===== src/rtl/regfile_arbiter.sv =====
// Round-robin arbiter and sequencer for two requesters sharing one
// single-port 8x16 register file; serialises commands and returns read data.
module regfile_arbiter #(
    parameter int DATA_WIDTH = 16,
    parameter int ADDR_WIDTH = 3
) (
    input  logic                  CLK,
    input  logic                  RST,
    input  logic                  req0,
    input  logic                  req1,
    input  logic                  wr0,
    input  logic                  wr1,
    input  logic [ADDR_WIDTH-1:0] addr0,
    input  logic [ADDR_WIDTH-1:0] addr1,
    input  logic [DATA_WIDTH-1:0] wdata0,
    input  logic [DATA_WIDTH-1:0] wdata1,
    output logic                  gnt0,
    output logic                  gnt1,
    output logic                  done0,
    output logic                  done1,
    output logic [DATA_WIDTH-1:0] rdata,
    output logic                  busy,
    output logic [DATA_WIDTH-1:0] WrData,
    output logic [ADDR_WIDTH-1:0] Address,
    output logic                  WrEn,
    output logic                  RdEn,
    input  logic [DATA_WIDTH-1:0] RdData
);

    typedef enum logic [1:0] {IDLE, ISSUE, WAIT, DONE} state_t;

    state_t                  state_q, state_d;
    logic                    last_q, last_d;
    logic                    cmd_wr_q, cmd_wr_d;
    logic                    gnt0_q, gnt0_d, gnt1_q, gnt1_d;
    logic                    done0_q, done0_d, done1_q, done1_d;
    logic                    busy_q, busy_d;
    logic                    wren_q, wren_d, rden_q, rden_d;
    logic [ADDR_WIDTH-1:0]   address_q, address_d;
    logic [DATA_WIDTH-1:0]   wrdata_q, wrdata_d;
    logic [DATA_WIDTH-1:0]   rdata_q, rdata_d;
    logic                    winner;
    logic                    win_wr;

    // Requester 1 wins when it is alone, or on a tie when requester 0 went last.
    assign winner = req1 & (~req0 | ~last_q);
    assign win_wr = winner ? wr1 : wr0;

    always_comb begin
        state_d   = state_q;
        last_d    = last_q;
        cmd_wr_d  = cmd_wr_q;
        gnt0_d    = gnt0_q;
        gnt1_d    = gnt1_q;
        done0_d   = 1'b0;
        done1_d   = 1'b0;
        busy_d    = busy_q;
        wren_d    = 1'b0;
        rden_d    = 1'b0;
        address_d = address_q;
        wrdata_d  = wrdata_q;
        rdata_d   = rdata_q;
        case (state_q)
            IDLE: begin
                if (req0 || req1) begin
                    state_d   = ISSUE;
                    last_d    = winner;
                    gnt0_d    = ~winner;
                    gnt1_d    = winner;
                    busy_d    = 1'b1;
                    cmd_wr_d  = win_wr;
                    address_d = winner ? addr1 : addr0;
                    wrdata_d  = winner ? wdata1 : wdata0;
                    wren_d    = win_wr;
                    rden_d    = ~win_wr;
                end
            end
            ISSUE: begin
                if (cmd_wr_q) begin
                    state_d = DONE;
                    done0_d = gnt0_q;
                    done1_d = gnt1_q;
                end else begin
                    state_d = WAIT;
                end
            end
            WAIT: begin
                state_d = DONE;
                rdata_d = RdData;
                done0_d = gnt0_q;
                done1_d = gnt1_q;
            end
            DONE: begin
                state_d   = IDLE;
                gnt0_d    = 1'b0;
                gnt1_d    = 1'b0;
                busy_d    = 1'b0;
                cmd_wr_d  = 1'b0;
                address_d = '0;
                wrdata_d  = '0;
            end
            default: state_d = IDLE;
        endcase
    end

    always_ff @(posedge CLK) begin
        if (RST) begin
            state_q   <= IDLE;
            last_q    <= 1'b1;
            cmd_wr_q  <= 1'b0;
            gnt0_q    <= 1'b0;
            gnt1_q    <= 1'b0;
            done0_q   <= 1'b0;
            done1_q   <= 1'b0;
            busy_q    <= 1'b0;
            wren_q    <= 1'b0;
            rden_q    <= 1'b0;
            address_q <= '0;
            wrdata_q  <= '0;
            rdata_q   <= '0;
        end else begin
            state_q   <= state_d;
            last_q    <= last_d;
            cmd_wr_q  <= cmd_wr_d;
            gnt0_q    <= gnt0_d;
            gnt1_q    <= gnt1_d;
            done0_q   <= done0_d;
            done1_q   <= done1_d;
            busy_q    <= busy_d;
            wren_q    <= wren_d;
            rden_q    <= rden_d;
            address_q <= address_d;
            wrdata_q  <= wrdata_d;
            rdata_q   <= rdata_d;
        end
    end

    assign gnt0    = gnt0_q;
    assign gnt1    = gnt1_q;
    assign done0   = done0_q;
    assign done1   = done1_q;
    assign busy    = busy_q;
    assign WrEn    = wren_q;
    assign RdEn    = rden_q;
    assign Address = address_q;
    assign WrData  = wrdata_q;
    assign rdata   = rdata_q;

endmodule


===== config.mk =====
export PLATFORM = sky130hd
export DESIGN_NAME = regfile_arbiter
export DESIGN_NICKNAME = d
export VERILOG_FILES = /design/src/rtl/regfile_arbiter.sv
export SDC_FILE = /design/constraint.sdc
export NUM_CORES = 1
export LEC_CHECK = 0
export CORE_MARGIN = 2
export CORE_UTILIZATION = 39
export CTS_CLUSTER_DIAMETER = 60
export DETAILED_ROUTE_END_ITERATION = 16
export HOLD_SLACK_MARGIN = 0.06
export MAX_ROUTING_LAYER = met4
export PLACE_DENSITY = 0.8
export SLEW_MARGIN = 15
export SYNTH_ARGS = -nofsm -noshare
export SYNTH_HDL_FRONTEND = slang
export SYNTH_SLANG_ARGS = --single-unit

===== constraint.sdc =====
create_clock -name CLK -period 2.05 [get_ports CLK]
set_input_delay 0.5125 -clock CLK [delete_from_list [all_inputs] [get_ports CLK]]
set_output_delay 0.5125 -clock CLK [all_outputs]
set_load 0.02 [all_outputs]

==> impl_metrics.yaml, run 1 <==
timing:
  fin_skew_ps: 8.73
  finalSetupViolCount: 0
  setup_tns_ps: 0
  hold_viol: 0
  rsz0062_at_grt: "no"
  max_clock_freq_mhz: 558
  timing.final.crit_share: 0.874
  worst_pin_slew_ps: 602
  slew_headroom: 0.599
  finalCriticalPeriod_ps: 1790
  drv_slew: 0
power:
  intPower_mw: 2.30
  pwr-share-seq: 0.331
  power.density_nw_per_um2: 1160
  switching_power_mw: 1.37
  power.share.clock: 0.184
  p_sw_frac: 0.374
  leakage_nw: 1.12
  pwr-share-comb: 0.485
  vdd_ir_drop_max_mv: 0.652
worst_setup_path:
  endpoint_kind: "output pin"
  cpPeakStageDelay_ps: 630
  worstPathRequired_ps: 1540
  worstPathArrival_ps: 1280
  cp.depth: 1
  critPathTopFamily: "buffers and inverters"
  slowest_stage: "clkdlybuf4s50_1"
  start_kind: "register"
  critical_path.cell_chain: "clkdlybuf4s50_1"
  worst-path-max-fanout: 3
  crit_buf_inv: 1
  rr_worst_depth: 6
  path_class: "register to output pin"
cts:
  cts-root-buf: "clkbuf_8"
  cts_buffer_depth: 2
  clkSinkCount: 46
  cts_buffers: 5
  cts.reportedPaths.clkPinSlew_ps: 90
  ctsResizeCount: 0
  worst_skew_pair.late_latency_ps: 300
  cts_hold_buffers: 0
  cts_setup_buffers: 0
  tritoncts: "done"
  cts_max_level: 2
synthesis:
  avgSynthCellArea_um2: 9.04
  syn_inst: 215
  yosysSeqAreaShare: 0.474
  synth_area_um2: 1940
  synth.distinct_cells: 29
  syn-num-nets: 280
  yosysWarnings: 0
  synth-seq-cells: 46
final_layout:
  fin_area_um2: 3160
  final_common_cell: "clkdlybuf4s50_1"
  final_nets: 381
  final_cell_mix: "100 x clkdlybuf4s50_1, 46 x dfxtp_1, 38 x nand3_1, 20 x a31oi_1"
  area_growth_pct: 62.7
  diodes: 0
  layout-drive-gt1-share: 0.0757
min_path:
  whs_path_depth: 1
  hp-class: "register to register"
detailed_routing:
  avgRoutedWirePerCell_um: 14.6
  dr.pass1.iters: 4
  viasPerCell: 5.15
  drc: 0
  wirelength_mm: 5.61
  num_vias: 1977
  drtIter0Drc: 89
  ant_nets: 0
place:
  io_buffer_count: 101
  dp_hpwl_mm: 3.94
  dpl-instance-area_um2: 3050
  gp_congestion: 0.763
floorplan:
  io_pins: 102
  initial_core_util: 0.409
  die_x_um: 74.6
  dieHeight_um: 74.6
  floorplan.rows: 25
  dieArea_um2: 5560
  core_um2: 4750
global_route:
  grt_pass1_wl_mm: 8.69
  grtUsageTotal: 0.207
  grt_max_degree: 34
  grt-ovfl-total: 0
  first_global_vias: 1912
  antenna_found_initial: 0
job:
  cap_violations: 0
status:
  outcome: "finished, final reports clean"
## worst paths after layout
kind	startpoint	end	slack [ps]
hold reg to reg	gnt1$_SDFFE_PP0P_	done1$_SDFF_PP0_	500
setup reg to reg	state_q[0]$_SDFFE_PP0P_	WrData[1]$_SDFFE_PP0P_	300
setup / recovery	gnt1$_SDFFE_PP0P_	gnt1	260
hold / removal	gnt1$_SDFFE_PP0P_	done1$_SDFF_PP0_	500
## synth_stat cells
cell type  count  area (um2)
dfxtp_1       46         921
nand3_1       38         190
a31oi_1       20         125
mux2i_1       18         180
nor2_1        18        67.6
o21ai_1       17        85.1
buf_2          8        40.0
o21ai_0        8        40.0
clkbuf_1       7        26.3
a21oi_1        5        25.0
ha_1           5        62.6
inv_1          3        11.3
and2_1         2        12.5
buf_6          2        22.5
nand2_1        2        7.51
nor2b_1        2        12.5
nor3b_1        2        15.0
a2111oi_0      1        8.76
a211oi_1       1        7.51
a21boi_2       1        11.3
and3b_1        1        8.76
buf_1          1        3.75
buf_4          1        7.51
nand2b_1       1        6.26
nor3_1         1        5.00
nor3b_4        1        18.8
o21bai_1       1        7.51
o31ai_1        1        7.51
or2_2          1        6.26
## power groups by stage
stage	sequential, mW	combinational (mW)	clock [mW]
after floorplan	1.43	0.823	0
after global placement	1.23	1.74	0
after detailed placement	1.23	1.77	0
after CTS	1.21	1.79	0.687
after global routing	1.24	1.94	0.729
final	1.22	1.78	0.675
## cell families (layout without fill, tap and decap cells)
| logic type | count (synthesis) | in the layout | synth area share |
|---|---|---|---|
| adder cells (fa/ha/maj) | 5 | 5 | 0.0322 |
| AO/OA/AOI/OAI | 55 | 55 | 0.164 |
| buffers and inverters | 22 | 124 | 0.0573 |
| AND/OR/NAND/NOR | 69 | 69 | 0.180 |
| multiplexers | 18 | 18 | 0.0927 |
| flip-flops | 46 | 46 | 0.474 |
## routing by layer
| metal | vias to the layer above | track usage | share of wire |
|---|---|---|---|
| li1 | 972 | - | - |
| met1 | 912 | 0.244 | 0.40 |
| met2 | 87 | 0.353 | 0.51 |
| met3 | 6 | 0.0474 | 0.086 |
| met4 | 0 | 0.0556 | 0.010 |
| met5 | - | - | 0 |
## cell type report
cell class                 instances  area [um2]
fill                             414        1590
clock buffer                       5        68.8
sequential                        46         921
tap                               67        83.8
timing repair buffer             113        1120
clock inverter                     3        45.0
inverter                           3        11.3
multi-input combinational        147         911
## flip-flops by register name, summed over array words and instances, names as in the netlist
signal and count:
WrData 16, rdata 16, Address 3, state_q 2, RdEn 1, WrEn 1, busy 1, cmd_wr_q 1
done0 1, done1 1, gnt0 1, gnt1 1, last_q 1
## per-stage QoR
| stage | setup slack (ps) | hold slack [ps] | power, mW | utilization | cells |
|---|---|---|---|---|---|
| after floorplan | 565 | 540 | 2.26 | - | 215 |
| after global placement | 66.1 | 473 | 2.97 | 0.641 | 376 |
| after global routing | 150 | 530 | 3.91 | 0.665 | 384 |
| final | 259 | 499 | 3.67 | 0.665 | 384 |
| after detailed placement | 53.2 | 470 | 3.01 | 0.641 | 376 |
| after CTS | 255 | 498 | 3.69 | 0.665 | 384 |
(Power assumes the default switching activity.)
==> inputs of run 2 (changes only) <==
Settings changed: CELL_PAD_IN_SITES_DETAIL_PLACEMENT set to 2, CELL_PAD_IN_SITES_GLOBAL_PLACEMENT set to 2, CORE_UTILIZATION 39 to 21, PLACE_DENSITY 0.8 to not set, PLACE_DENSITY_LB_ADDON set to 0.1.
Clock period 2.05 ns to 1.9 ns, I/O delays scaled along.
==> impl_metrics.yaml, run 2 (same netlist as run 1, synthesis figures left out) <==
global_route:
  grt_pass1_wl_mm: 11.2
  grt-ovfl-total: 0
  antenna_found_initial: 0
  grt_max_degree: 21
  grtUsageTotal: 0.148
  first_global_vias: 2184
worst_setup_path:
  endpoint: "rdata[7]"
  crit_buf_inv: 1
  rr_worst_depth: 6
  r2r_slack_ps: 200
  worstPathArrival_ps: 1290
  path_class: "register to output pin"
  timing.rr.end: "WrData[0]$_SDFFE_PP0P_"
  critPathTopFamily: "buffers and inverters"
  worstPathRequired_ps: 1420
  endpoint_kind: "output pin"
  r2r_start: "state_q[0]$_SDFFE_PP0P_"
  slowest_stage: "clkdlybuf4s50_1"
  cpPeakStageDelay_ps: 620
  worst-path-max-fanout: 2
  critical_path.cell_chain: "clkdlybuf4s50_1"
  start_kind: "register"
  cp.depth: 1
  crit_start: "rdata[7]$_SDFFE_PP0N_"
cts:
  cts_max_level: 2
  clkSinkCount: 46
  worst_skew_pair.late_latency_ps: 310
  tritoncts: "done"
  cts_buffer_depth: 2
  cts.reportedPaths.clkPinSlew_ps: 100
  cts-root-buf: "clkbuf_8"
  cts_buffers: 5
timing:
  hold_slack_ps: 496
  slew_headroom: 0.749
  timing.final.crit_share: 0.931
  finalSetupViolCount: 0
  rsz0062_at_grt: "no"
  setup_ws_ps: 131
  drv_slew: 0
  finalCriticalPeriod_ps: 1770
  worst_pin_slew_ps: 367
  hold_viol: 0
  max_clock_freq_mhz: 565
  fin_skew_ps: 7.98
place:
  dp_slack_ps: -47.9
  dp_hpwl_mm: 5.20
  dpl-instance-area_um2: 3150
  gp_congestion: 0.748
  io_buffer_count: 101
power:
  power_mw: 4.10
  vdd_ir_drop_max_mv: 0.425
  power.density_nw_per_um2: 1250
  leakage_nw: 1.15
detailed_routing:
  viasPerCell: 4.67
  avgRoutedWirePerCell_um: 16.4
  ant_nets: 0
  num_vias: 2026
  drtIter0Drc: 35
  drc: 0
  wirelength_mm: 7.11
  dr.pass1.iters: 4
final_layout:
  diodes: 0
  final_common_cell: "clkdlybuf4s50_1"
  area_growth_pct: 68.2
  multi_input_area_um2: 918
  regArea_um2: 921
  final_nets: 387
  final_cell_mix: "100 x clkdlybuf4s50_1, 46 x dfxtp_1, 38 x nand3_1, 20 x a31oi_1, 18 x mux2i_1"
  layout-drive-gt1-share: 0.102
  n_fill_cell: 1034
  fin_area_um2: 3270
  final_core_util: 0.359
job:
  cap_violations: 0
floorplan:
  floorplan.rows: 35
  initial_core_util: 0.213
  io_pins: 102
  dieArea_um2: 10000
  dieHeight_um: 100
  die_x_um: 100
  core_um2: 9110
min_path:
  hp-class: "register to register"
status:
  outcome: "finished, final reports clean"
## run 2: worst reg2reg max path, stage by stage (launching register included)
cell and delay, ps:
dfxtp_1 340, inv_1 150, ha_2 290, nor3b_4 360, buf_12 200, o21ai_0 120
a31oi_1 170
## run 2: power breakdown
part	switching (mW)	internal, mW	leakage, nW
clock	0.365	0.395	0.0585
sequential	0.134	1.19	0.376
combinational	1.09	0.933	0.717
total	1.59	2.51	1.15
## run 2: worst min path at each step
stage | start | endpoint | slack, ps | cells past startpoint
after global routing | gnt0$_SDFFE_PP0P_ | done0$_SDFF_PP0_ | 520 | 1
after CTS | gnt1$_SDFFE_PP0P_ | done1$_SDFF_PP0_ | 500 | 1
final | gnt1$_SDFFE_PP0P_ | done1$_SDFF_PP0_ | 500 | 1
after detailed placement | gnt1$_SDFFE_PP0P_ | done1$_SDFF_PP0_ | 480 | 1
after global placement | rdata[13]$_SDFFE_PP0N_ | rdata[13]$_SDFFE_PP0N_ | 470 | 2
after floorplan | state_q[1]$_SDFFE_PP0P_ | state_q[1]$_SDFFE_PP0P_ | 540 | 2
## run 2: routing by layer
| metal | up-vias | wire [um] | global-route usage |
|---|---|---|---|
| li1 | 982 | - | - |
| met1 | 989 | 3180 | 0.186 |
| met2 | 48 | 3570 | 0.242 |
| met3 | 7 | 264 | 0.0306 |
| met4 | 0 | 98 | 0.0432 |
| met5 | - | 0 | - |
## run 2: metrics by stage
stage | setup TNS [ps] | cells
after floorplan | 0 | 215
after global placement | 0 | 426
after detailed placement | -149 | 426
after CTS | 0 | 434
after global routing | 0 | 434
final | 0 | 434
## run 2: repair_timing
| action | in CTS | in global routing |
|---|---|---|
| buffers inserted | 0 | 0 |
| gates resized for setup | 0 | 1 |
| endpoints found under the hold margin | 0 | 0 |
| hold buffers | 0 | 0 |
| endpoints found under the setup margin | 0 | 2 |
## run 2: cell type report
cell class / count / area share
inverters: 3 / 0.00345
clock buffers: 5 / 0.0211
multi-input cells: 147 / 0.281
well taps: 111 / 0.0425
repair buffers: 119 / 0.357
flip-flops and latches: 46 / 0.282
clock inverters: 3 / 0.0134
==> inputs of run 3 (changes only) <==
Settings changed: SKIP_CTS_REPAIR_TIMING set to 1.
==> results of run 3 <==
The final DEF is identical to that of run 2; final timing and power are the same.
